### src/rtl/point_pkg.sv
// Shared stepper state encoding, default constants and sizing helpers for point_step_ctrl.
// Used by both the top level and the per-axis stepper.
package point_pkg;

  typedef enum logic [1:0] {
    StIdle,
    StSetup,
    StHigh,
    StLow
  } step_state_e;

  localparam int unsigned DefConfirmFields = 2;
  localparam int unsigned DefStepsPerField = 4;
  localparam int unsigned DefStepHigh      = 8;
  localparam int unsigned DefStepLow       = 56;
  localparam int unsigned DefDirSetup      = 4;
  localparam int unsigned DefLostFields    = 30;

  function automatic int unsigned max3(input int unsigned a, input int unsigned b,
                                       input int unsigned c);
    int unsigned m;
    m = (a > b) ? a : b;
    return (m > c) ? m : c;
  endfunction

  // Bits needed to hold the value v itself (never less than one).
  function automatic int unsigned cnt_width(input int unsigned v);
    return (v < 2) ? 1 : $clog2(v + 1);
  endfunction

endpackage

### src/rtl/axis_stepper.sv
// One stepper-motor axis: dir setup, then STEPS_PER_FIELD high/low step pulses per command.
// Commands arriving while a sequence is in flight are dropped, never queued.
module axis_stepper
  import point_pkg::*;
#(
  parameter int unsigned STEPS_PER_FIELD = DefStepsPerField,
  parameter int unsigned STEP_HIGH       = DefStepHigh,
  parameter int unsigned STEP_LOW        = DefStepLow,
  parameter int unsigned DIR_SETUP       = DefDirSetup
) (
  input  logic clk4mhz,
  input  logic reset,
  input  logic cmd,
  input  logic cmd_dir,
  output logic step,
  output logic dir,
  output logic busy
);

  localparam int unsigned PhaseMax = max3(DIR_SETUP, STEP_HIGH, STEP_LOW);
  localparam int unsigned PhaseW   = cnt_width(PhaseMax);
  localparam int unsigned StepW    = cnt_width(STEPS_PER_FIELD);

  localparam logic [PhaseW-1:0] SetupLast = PhaseW'(DIR_SETUP - 1);
  localparam logic [PhaseW-1:0] HighLast  = PhaseW'(STEP_HIGH - 1);
  localparam logic [PhaseW-1:0] LowLast   = PhaseW'(STEP_LOW - 1);
  localparam logic [StepW-1:0]  StepsLast = StepW'(STEPS_PER_FIELD - 1);

  step_state_e       state_q, state_d;
  logic [PhaseW-1:0] phase_q, phase_d;
  logic [StepW-1:0]  steps_q, steps_d;
  logic              dir_q, dir_d;

  always_comb begin
    state_d = state_q;
    phase_d = phase_q;
    steps_d = steps_q;
    dir_d   = dir_q;
    unique case (state_q)
      StIdle: begin
        if (cmd) begin
          state_d = StSetup;
          phase_d = '0;
          steps_d = '0;
          dir_d   = cmd_dir;
        end
      end
      StSetup: begin
        if (phase_q == SetupLast) begin
          state_d = StHigh;
          phase_d = '0;
        end else begin
          phase_d = phase_q + PhaseW'(1);
        end
      end
      StHigh: begin
        if (phase_q == HighLast) begin
          state_d = StLow;
          phase_d = '0;
        end else begin
          phase_d = phase_q + PhaseW'(1);
        end
      end
      StLow: begin
        if (phase_q == LowLast) begin
          phase_d = '0;
          if (steps_q == StepsLast) begin
            state_d = StIdle;
          end else begin
            state_d = StHigh;
            steps_d = steps_q + StepW'(1);
          end
        end else begin
          phase_d = phase_q + PhaseW'(1);
        end
      end
      default: state_d = StIdle;
    endcase
  end

  always_ff @(posedge clk4mhz) begin
    if (reset) begin
      state_q <= StIdle;
      phase_q <= '0;
      steps_q <= '0;
      dir_q   <= 1'b0;
    end else begin
      state_q <= state_d;
      phase_q <= phase_d;
      steps_q <= steps_d;
      dir_q   <= dir_d;
    end
  end

  assign step = (state_q == StHigh);
  assign busy = (state_q != StIdle);
  assign dir  = dir_q;

endmodule

### src/rtl/point_step_ctrl.sv
// Field-rate pointing controller: votes on the detector's left/up flags and drives two steppers.
// Optional lost-target counter is built only when TRACK_LOST_EN is defined.
module point_step_ctrl
  import point_pkg::*;
#(
  parameter int unsigned CONFIRM_FIELDS  = DefConfirmFields,
  parameter int unsigned STEPS_PER_FIELD = DefStepsPerField,
  parameter int unsigned STEP_HIGH       = DefStepHigh,
  parameter int unsigned STEP_LOW        = DefStepLow,
  parameter int unsigned DIR_SETUP       = DefDirSetup,
  parameter int unsigned LOST_FIELDS     = DefLostFields
) (
  input  logic clk4mhz,
  input  logic reset,
  input  logic vsync,
  input  logic tgt_valid,
  input  logic az_lt,
  input  logic el_lt,
  output logic az_step,
  output logic az_dir,
  output logic el_step,
  output logic el_dir,
  output logic az_busy,
  output logic el_busy,
  output logic lost
);

  localparam int unsigned VoteW = cnt_width(CONFIRM_FIELDS);
  localparam logic [VoteW-1:0] VoteFull = VoteW'(CONFIRM_FIELDS);

  logic vs_s1_q, vs_s2_q, vs_s3_q;
  logic field_evt;

  // Index 0 is azimuth, index 1 is elevation.
  logic [1:0]            sample_dir;
  logic [1:0]            last_dir_q, last_dir_d;
  logic [1:0][VoteW-1:0] cnt_q, cnt_d;
  logic [1:0]            cmd_q, cmd_d;

  assign field_evt  = vs_s2_q & ~vs_s3_q;
  assign sample_dir = {el_lt, az_lt};

  always_comb begin
    last_dir_d = last_dir_q;
    cnt_d      = cnt_q;
    cmd_d      = '0;
    if (field_evt) begin
      for (int i = 0; i < 2; i++) begin
        if (!tgt_valid) begin
          cnt_d[i] = '0;
        end else if (sample_dir[i] == last_dir_q[i]) begin
          cnt_d[i] = (cnt_q[i] >= VoteFull) ? VoteFull : cnt_q[i] + VoteW'(1);
        end else begin
          cnt_d[i]      = VoteW'(1);
          last_dir_d[i] = sample_dir[i];
        end
        // Fires on every agreeing field once the vote is full, not only on the first.
        cmd_d[i] = (cnt_d[i] == VoteFull);
      end
    end
  end

  always_ff @(posedge clk4mhz) begin
    if (reset) begin
      vs_s1_q    <= 1'b0;
      vs_s2_q    <= 1'b0;
      vs_s3_q    <= 1'b0;
      last_dir_q <= '0;
      cnt_q      <= '0;
      cmd_q      <= '0;
    end else begin
      vs_s1_q    <= vsync;
      vs_s2_q    <= vs_s1_q;
      vs_s3_q    <= vs_s2_q;
      last_dir_q <= last_dir_d;
      cnt_q      <= cnt_d;
      cmd_q      <= cmd_d;
    end
  end

`ifdef TRACK_LOST_EN
  localparam int unsigned LostW = cnt_width(LOST_FIELDS);
  localparam logic [LostW-1:0] LostFull = LostW'(LOST_FIELDS);

  logic [LostW-1:0] lost_cnt_q, lost_cnt_d;
  logic             lost_q, lost_d;

  always_comb begin
    lost_cnt_d = lost_cnt_q;
    lost_d     = lost_q;
    if (field_evt) begin
      if (tgt_valid) begin
        lost_cnt_d = '0;
        lost_d     = 1'b0;
      end else begin
        if (lost_cnt_q < LostFull) begin
          lost_cnt_d = lost_cnt_q + LostW'(1);
        end
        lost_d = (lost_cnt_d == LostFull);
      end
    end
  end

  always_ff @(posedge clk4mhz) begin
    if (reset) begin
      lost_cnt_q <= '0;
      lost_q     <= 1'b0;
    end else begin
      lost_cnt_q <= lost_cnt_d;
      lost_q     <= lost_d;
    end
  end

  assign lost = lost_q;
`else
  assign lost = 1'b0;
`endif

  axis_stepper #(
    .STEPS_PER_FIELD(STEPS_PER_FIELD),
    .STEP_HIGH      (STEP_HIGH),
    .STEP_LOW       (STEP_LOW),
    .DIR_SETUP      (DIR_SETUP)
  ) u_az (
    .clk4mhz(clk4mhz),
    .reset  (reset),
    .cmd    (cmd_q[0]),
    .cmd_dir(last_dir_q[0]),
    .step   (az_step),
    .dir    (az_dir),
    .busy   (az_busy)
  );

  axis_stepper #(
    .STEPS_PER_FIELD(STEPS_PER_FIELD),
    .STEP_HIGH      (STEP_HIGH),
    .STEP_LOW       (STEP_LOW),
    .DIR_SETUP      (DIR_SETUP)
  ) u_el (
    .clk4mhz(clk4mhz),
    .reset  (reset),
    .cmd    (cmd_q[1]),
    .cmd_dir(last_dir_q[1]),
    .step   (el_step),
    .dir    (el_dir),
    .busy   (el_busy)
  );

endmodule

### config.mk
export PLATFORM = sky130hd
export DESIGN_NAME = point_step_ctrl
export DESIGN_NICKNAME = d
export VERILOG_FILES = /design/src/rtl/point_pkg.sv /design/src/rtl/axis_stepper.sv /design/src/rtl/point_step_ctrl.sv
export SDC_FILE = /design/constraint.sdc
export NUM_CORES = 1
export LEC_CHECK = 0
export ABC_AREA = 1
export CAP_MARGIN = 0
export CORE_MARGIN = 2
export CORE_UTILIZATION = 30
export DETAILED_ROUTE_END_ITERATION = 7
export GPL_ROUTABILITY_DRIVEN = 0
export MAX_ROUTING_LAYER = met4
export SKIP_LAST_GASP = 1
export SYNTH_ARGS = -nofsm -noshare
export SYNTH_HDL_FRONTEND = slang
export SYNTH_SLANG_ARGS = --single-unit
export TNS_END_PERCENT = 1
### constraint.sdc
create_clock -name clk4mhz -period 1.3 [get_ports clk4mhz]
set_input_delay 0.13 -clock clk4mhz [delete_from_list [all_inputs] [get_ports clk4mhz]]
set_output_delay 0.13 -clock clk4mhz [all_outputs]
set_load 0.02 [all_outputs]
# Word level (Yosys, flattened, before mapping)
# Cells that the tools add are included.
[word_totals]
reg_bits = 35
out_inout_bits = 7
[op_classes]
add_sub_neg = 6
magnitude_cmp = 2
eq_ne = 28
n_mux = 38
n_bitwise = 5
n_reduce_logical = 15
[ops]
columns = ["op", "count"]
rows = [
  ["6-bit 2-to-1 mux", 8],
  ["6-bit one-hot mux with 4 select lines", 2],
  ["2-bit 2-to-1 mux", 18],
  ["3-bit 2-to-1 mux", 6],
  ["2-bit one-hot mux with 4 select lines", 2],
  ["4-bit AND reduction", 4],
  ["6-bit by 1-bit adder with 6-bit output (second input constant)", 2],
  ["2-bit equality test (second input constant)", 6],
  ["6-bit by 2-bit equality test with 1-bit output (second input constant)", 2],
  ["6-bit by 3-bit equality test with 1-bit output (second input constant)", 2],
  ["6-bit equality test (second input constant)", 2],
  ["2-bit by 1-bit inequality test with 1-bit output (second input constant)", 6],
  ["3-bit one-hot mux with 2 select lines", 2],
  ["2-bit inequality test (second input constant)", 4],
  ["2-bit nonzero test", 4],
  ["3-bit by 1-bit adder with 3-bit output (second input constant)", 2],
  ["3-bit by 2-bit equality test with 1-bit output (second input constant)", 2],
  ["3-bit AND reduction", 2],
  ["2-bit by 1-bit adder with 2-bit output (second input constant)", 2],
  ["2-bit by 1-bit equality test with 1-bit output (second input constant)", 2],
  ["2-bit >= comparator (second input constant)", 2],
  ["2-bit logical NOT", 2],
  ["1-bit NOT", 4],
  ["2-bit AND reduction", 2],
  ["3 further kinds", 4],
]

# Logic depth before layout (Yosys ltp)
[logic_depth]
word_depth = 6
mapped_depth = 10
mapped_depth_nobuf = 10

# Cells and area by module
# Synthesis repeated with hierarchy kept, for this count alone.
[hier_totals]
cells_unflattened = 280
hier_area_um2 = 1923.1
[modules_own_cells]
columns = ["mod", "n_inst", "cells_per_inst", "area_per_inst_um2", "seq_area_each_um2"]
rows = [
  ["axis_stepper", 2, 108, 739.5, 240.2],
  ["point_step_ctrl", 1, 64, 444.2, 220.2],
]

# Worst setup path before layout
# Ideal clock, no wire load.
[synth_path]
kind = "reg2reg"
startpoint = "register u_az.phase_q[0]"
endpoint = "register u_az.steps_q[0]"
setup_ps = 116
t_arrival_ps = 1176
required_time_ps = 1184
slack_ps = 8
stages_incl_launch_ff = 9
path_buffers = 0
cell_sequence = "dfxtp_1 -> ha_1 -> nand2_1 -> nor2_1 -> nand2_1 -> nand2_4 -> nand2_2 -> o21ai_0 -> nor2_1"
[synth_via]
elab_chain_len = 3
[synth_rtl]
columns = ["element", "line", "text"]
rows = [
  ["start: declaration", "axis_stepper.sv:30", "logic [PhaseW-1:0] phase_q, phase_d;"],
  ["start signal: assignment", "axis_stepper.sv:89", "phase_q <= phase_d;"],
  ["6-bit equality test", "axis_stepper.sv:65", "if (phase_q == LowLast) begin"],
  ["2-bit by 1-bit inequality test with 1-bit output (no source line)", "n/a", ""],
  ["4-bit AND reduction (no source line)", "n/a", ""],
  ["end signal: assignment", "axis_stepper.sv:90", "steps_q <= steps_d;"],
  ["end: declaration", "axis_stepper.sv:31", "logic [StepW-1:0] steps_q, steps_d;"],
]
# Every way passes these cells.
# A chain may end at the register's enable or synchronous reset.

# Worst setup path in the final report
[layout_path]
startpoint = "register u_az.phase_q[1]"
endpoint = "register u_az.phase_q[0]"
[layout_via]
elab_chain_len = 3
[layout_rtl]
columns = ["element", "line", "text"]
rows = [
  ["6-bit equality test (tied with other cells)", "axis_stepper.sv:65", ""],
  ["6-bit 2-to-1 mux, on equally long branches", "axis_stepper.sv:65, axis_stepper.sv:49, axis_stepper.sv:57", ""],
  ["6-bit one-hot mux with 4 select lines (*)", "axis_stepper.sv:39", "unique case (state_q)"],
]
# Mark *: on every way between the ends. The rest lies on a longest branch, timed or not.

==> metrics.md <==
| Metric | Value |
|---|---|
| Outcome | finished with violations |
| Failing checks | setup timing |
| Placed Instances | around 360 |
| Chip height | between 80 and 90 um |
| Starting density of the core | a little under a third |
| Ys flop type | dfxtp_1 |
| Max Clock Skew | approximately 10 ps |
| Row cnt | 28 |
| Layout Nets | just over 300 |
| H-tree levels | 2 |
| Root Driver | clkbuf_8 |
| Clock Path Buffers | 2 |
| Clock sink count | 35 |
| Util after Layout | about two fifths |
| Core Area | about 5900 um2 |
| DR WL/cell | between 9 and 10 um |
| Hpwl dp | approximately 2.7 mm |
| Final setup viols | 18 |
| Die Area | ~6700 um2 |
| Hold/Removal Path Class | in -> reg |
| Worst setup path category | reg -> reg |
| Leak | roughly 0.96 nW |
| I/O pins | 13 |
| First-pass GRT wire length | roughly 6.3 mm |
| Quantity of hold-fixing buffers added after cts | 0 |
| Slack of the critical path | -95.7 ps |
| Vias/cell | around 4.5 |
| Yosys warns | 0 |
| Antenna violations before repair | 0 |
| Post-Syn Instances | around 260 |
| Post-layout min period | about 1400 ps |
| Area leader, netlist | dfxtp_1 |
| Peak supply drop | roughly 580 uV |
| Detailed Route Iter0 Violations | 96 |
| Largest net degree at the start of global routing | 17 |
| Syn nets | approximately 270 |
| DRC | 0 |
| Final Hold Viols | 0 |
| Ant. Diodes | 0 |
| Synth Area per Inst | 6.97 um2 |
| Number of synthesized register bits | 35 |
| Share of layout cells above drive strength 1 | between 10% and 20% |
| Unrepaired setup endpoints after global routing | true |
| Synthesized cell area | 1820 um2 |
| Area growth from synthesis to layout | 23.9% |
| PwrDens | about 1600 nW/um2 |
| Grt total ovfl | 0 |
| Synth area leaders | dfxtp_1 (39%), nand2_1 (12%), nor2_1 (7.6%) |
| Non-Filler Instances | 370 |
| Clk slew on worst S/H paths | ~70 ps |
| Fillers | 653 |
| Top cell type's share of synthesized area | between 30% and 40% |
| Remaining antenna violation count | 0 |
| Port Buffers | 11 |
| CP arrival | approximately 1600 ps |
| Vias in the first global route | approximately 1500 |
| Fmax | 716 MHz |
| WL final | between 3 and 4 mm |
| Crit-path max FO | 4 |
| Post-synth EDFFs | 0 |
| Cts bufs inserted | 5 |
| Critical path endpoint category | register |
| Distinct cells, synth | 31 |
| Worst EP required | between 1000 and 1500 ps |
| Maxcap violations | 0 |
| Sequential area share after synthesis | about two fifths |
| CTS tree | yes |
| DRT Pass-1 Iters | 4 |
| Startpoint types | register |
| Synth top cells by count | nand2_1 (57), nor2_1 (37), dfxtp_1 (35) |
| Post-CTS Setup Repair Bufs | 0 |
| Via count | about 1700 |
| Clk_lat worst skew | 290 ps |
| Final period util | 107% |
| Die Span X | 81.9 um |
| Async SR Flop Fraction | 0% |
| Global Route Usage Sum | between 10% and 20% |
| Slew Limit Fails | 0 |
| Most common cell in the synthesized netlist | nand2_1 |
## cell type report
class	instances	area [um2]	area share [%]
multi-input combinational	189	962	42.7
sequential	35	703	31.2
timing repair buffer	31	272	12.0
inverter	32	124	5.49
clock buffer	8	100	4.44
tap	75	93.8	4.16
## power by group
| part | total, mW | internal [mW] | switching, mW |
|---|---|---|---|
| Combinational | 1.44 | 0.639 | 0.803 |
| Sequential | 1.29 | 1.19 | 0.101 |
| Clock | 0.881 | 0.484 | 0.397 |
| Total | 3.62 | 2.31 | 1.30 |
## stage by stage
stage | hold slack [ps] | setup slack (ps) | TNS (ps) | cell area (um2) | power [mW]
global placement | 402 | -40.2 | -155 | 2150 | 2.79
CTS | 348 | -247 | -1210 | 2250 | 3.67
floorplan | 237 | 8.11 | 0 | 1820 | 2.14
finish | 353 | -95.7 | -898 | 2250 | 3.62
detailed placement | 400 | -99.6 | -559 | 2150 | 2.79
global route | 382 | -275 | -4270 | 2250 | 3.87
## worst paths after layout
path | from | endpoint | slack, ps | cells after the start
max | u_az.phase_q[1]$_SDFFE_PP0N_ | u_az.phase_q[0]$_SDFFE_PP0N_ | -100 | 7
min reg2reg | vs_s1_q$_SDFF_PP0_ | vs_s2_q$_SDFF_PP0_ | 410 | 2
min | vsync | vs_s1_q$_SDFF_PP0_ | 350 | 3
max reg2reg | u_az.phase_q[1]$_SDFFE_PP0N_ | u_az.phase_q[0]$_SDFFE_PP0N_ | -100 | 7
## flip-flops by register name, indices dropped and copies added (netlist names), 2 cells and up
register / flops
u_az.steps_q: 3
u_az.phase_q: 6
u_el.phase_q: 6
u_az.state_q: 2
cmd_q: 2
cnt_q: 4
u_el.state_q: 2
last_dir_q: 2
u_el.steps_q: 3
## critical path: stages (launching register included)
cell,delay [ps]
dfxtp_1,350
ha_1,230
nand2_1,70
nor2_1,120
nand2_1,80
nand2_1,120
nand3_2,130
o21a_1,190
## layer usage
| metal | wire, um | track usage (%) |
|---|---|---|
| met5 | 0 | - |
| met4 | 82 | 6.00 |
| met3 | 82 | 3.30 |
| met2 | 1650 | 20.1 |
| met1 | 1820 | 14.6 |
## what timing repair did
item | 4_1_cts | 5_1_grt
resized for setup | 5 | 1
pin swaps | 0 | 0
cloned | 0 | 0
setup endpoints to repair | 21 | 27
## cells in the final DEF (no fill, tap or decap), drive strengths merged
cell	netlist	layout
conb	1	1
clkdlybuf4s50	0	7
a31oi	3	3
xnor2	1	1
ha	6	6
inv	31	31
a21oi	25	25
o211ai	1	1
nand4	1	1
nand3	20	20
nor2	44	44
buf	5	20
dfxtp	35	35
dlymetal6s2s	0	1
nand2	62	62
o21bai	2	2
xor2	1	1
clkinv	1	1
dlygate4sd2	0	3
clkbuf	0	8
o21a	3	3
o21ai	19	19
## kinds of logic (layout without fill, tap and decap cells)
group | after synthesis | after routing | synth area share, %
adders and majority gates | 6 | 6 | 4.13
DFF | 35 | 35 | 38.5
buffers and inverters | 37 | 71 | 8.60
other | 1 | 1 | 0.206
AOI/OAI and AO/OA | 53 | 53 | 16.9
and+or+nand+nor | 127 | 127 | 30.7
xor gates and xnor gates | 2 | 2 | 0.963
No activity file was read; power rests on OpenSTA's default activity.
==> RTL change (same settings) <==
Add an input register stage for `vsync`, `az_lt` and `el_lt`; this delays them by one clock. The other inputs are not delayed to match.
--- a/src/rtl/point_step_ctrl.sv
+++ b/src/rtl/point_step_ctrl.sv
@@ -30,2 +30,12 @@
 
+  logic vsync_q;
+  logic az_lt_q;
+  logic el_lt_q;
+
+  always_ff @(posedge clk4mhz) begin
+    vsync_q <= vsync;
+    az_lt_q <= az_lt;
+    el_lt_q <= el_lt;
+  end
+
   logic vs_s1_q, vs_s2_q, vs_s3_q;
@@ -40,3 +50,3 @@
   assign field_evt  = vs_s2_q & ~vs_s3_q;
-  assign sample_dir = {el_lt, az_lt};
+  assign sample_dir = {el_lt_q, az_lt_q};
 
@@ -71,3 +81,3 @@
     end else begin
-      vs_s1_q    <= vsync;
+      vs_s1_q    <= vsync_q;
       vs_s2_q    <= vs_s1_q;
Formal check against the unedited RTL: not equivalent (Yosys sat finds a counterexample within 10 cycles, from zero or initial values and one cycle with reset high).
==> RTL change against the unedited design <==
  * The flow still finishes with violations (negative setup slack)
  * Setup slack improved by 0.069 ns
  * Sequential cell count is 3 higher
  * Power up 27%
  * Area after synthesis rose by 7.9%
  * Combinational power grew 36%
  * Wire length rose by 9.3%
  * Clock skew fell by 0.0026 ns
  * Non-clock buffer count grew 6
  * Sequential share of layout area shrank 0.77 points
  * Hold slack got worse by 0.078 ns
  * Design area is 12% higher
  * Fmax rose by 5.2%
  * Critical path type unchanged
  * Critical endpoint is now u_el.state_q[0]
==> RTL change: results (changes against the unedited design) <==
grt_max_degree: 17  # unchanged
syn_nets: 284  # +4.0%
vias: 1765  # +6.1%
hold_depth: 1  # -2
h-tree-depth: 2  # unchanged
seq_area_frac_synth_pct: 38.8  # +0.24 points
setup_ws_ns: -0.0264  # +0.0694 ns
drive_gt1_share_pct: 23.1  # +4.4 points
clockBufferDepth: 2  # unchanged
async_flop_share_pct: 0  # unchanged
reg.largest.list: "u_az.phase_q: 6 flops, u_el.phase_q: 6 flops, cnt_q: 4 flops"
post_drt_wl_per_cell_um: 10.2  # +4.0%
crit_slowest_cell: "dfxtp_2"
p_leak_nw: 1.09  # +13%
clkLatencyLatePin_ns: 0.29  # about the same
place_hpwl_um: 3040  # +11%
portBuffers: 11  # unchanged
slowest_delay_ns: 0.35  # about the same
grt_pass1_vias: 1624  # +7.5%
synth_commonest_cells: "nand2_1 (57), nor2_1 (43), dfxtp_1 (38), inv_1 (24), nand3_1 (23)"
yosys.cell_types.count: 31  # unchanged
seq_area_um2: 766  # +8.9%
cts_buffers: 5  # unchanged
antenna_found_initial: 0  # unchanged
ys.flop_type: "dfxtp_1"
post_cts_buffers: 0  # unchanged
nFillCells: 664  # +1.7%
setup_viol: 5  # -13
grt_first_pass_wirelength_um: 6980  # +11%
yosys_warnings: 0  # unchanged
place_area_um2: 2370  # +9.9%
nets: 323  # +5.6%
cp_max_fo: 5  # +1
synth.area.top_cells: "dfxtp_1 (39%), nand2_1 (11%), nor2_1 (8.2%)"
track_usage_pct: 12.4  # -0.13 points
finClkSkew_ns: 0.00736  # -0.00263 ns
reg2reg_depth: 10  # +3
slew_violations: 0  # unchanged
violations: "negative setup slack"
clock-root-buffer: "clkbuf_8"
status: "finished, violations left"
drtIter0Drc: 82  # -15%
path_clk_slew_ns: 0.08
peakVddDrop_mv: 0.839  # +44%
drt_first_pass_iters: 4  # unchanged
finalHoldViolations: 0  # unchanged
[RTL change: cell count changes in the layout (fill, tap and decap cells not counted), sizes merged, moves of 2 or more]
cell           delta
nand2             +3
nand3             +7
o21ai             -7
dfxtp             +3
a311oi            +2
nor2              +6
clkdlybuf4s50     -2
bufinv            +2
buf               +6
[RTL change: worst paths after layout]
| check | from | end | slack [ns] |
|---|---|---|---|
| max | u_el.phase_q[0] | u_el.state_q[0] | -0.03 |
| min | vsync | vsync_q | 0.28 |
| max reg2reg | u_el.phase_q[0] | u_el.state_q[0] | -0.03 |
| min reg2reg | vsync_q | vs_s1_q | 0.41 |
[RTL change: metal layers]
| metal | vias to the layer above | wire (um) | global-route usage (%) |
|---|---|---|---|
| met3 | 8 | 117 | 2.33 |
| met2 | 26 | 1780 | 19.0 |
| li1 | 954 | - | - |
| met5 | - | 0 | - |
| met1 | 777 | 1990 | 15.7 |
| met4 | 0 | 88 | 6.06 |
[RTL change: cell type report]
| cell class | count | share of cell area, % |
|---|---|---|
| clock inverters | 2 | 2.39 |
| inverters | 32 | 5.17 |
| multi-input cells | 197 | 42.1 |
| well taps | 77 | 3.83 |
| repair buffers | 37 | 12.8 |
| clock buffers | 6 | 3.28 |
| flip-flops and latches | 38 | 30.4 |
[RTL change: cell families (layout without fill, tap and decap cells)]
kind of cell             after synthesis  after routing  share of synthesized area, %
AND/OR/NAND/NOR                      144            144                          35.1
AO/OA/AOI/OAI                         45             45                          13.8
flip-flops                            38             38                          38.8
buffers and inverters                 37             77                          7.90
adder cells (fa/ha/maj)                6              6                          3.82
other                                  1              1                         0.191
XOR/XNOR                               1              1                         0.446
[RTL change: critical path: cells and delay by family, from the launching register on]
kind,cells,cell delay [ns]
and+or+nand+nor,8,0.65
DFF,1,0.35
buffers and inverters,1,0.06
adders and majority gates,1,0.16
[RTL change: per-stage QoR]
| step | hold slack [ns] | TNS, ns | std cells | setup slack (ns) |
|---|---|---|---|---|
| global route | 0.265 | -1.72 | 389 | -0.127 |
| floorplan | 0.158 | 0 | 272 | 0.0128 |
| CTS | 0.265 | -0.439 | 389 | -0.0917 |
| detailed placement | 0.398 | -0.156 | 381 | -0.0407 |
| finish | 0.275 | -0.0766 | 389 | -0.0264 |
| global placement | 0.389 | -0.0587 | 381 | -0.0191 |
[RTL change: repair_timing]
| action | in CTS | in global routing |
|---|---|---|
| resized for setup | 6 | 8 |
| pin swaps | 0 | 3 |
| gates cloned | 0 | 0 |
| endpoints found under the setup margin | 11 | 24 |
[RTL change: where the power goes]
part	total [W]	switching (W)	internal, W	leakage, nW
clock network	0.00125	0.000431	0.000819	0.0714
registers	0.00139	0.0000984	0.00129	0.311
logic	0.00196	0.00114	0.000815	0.703
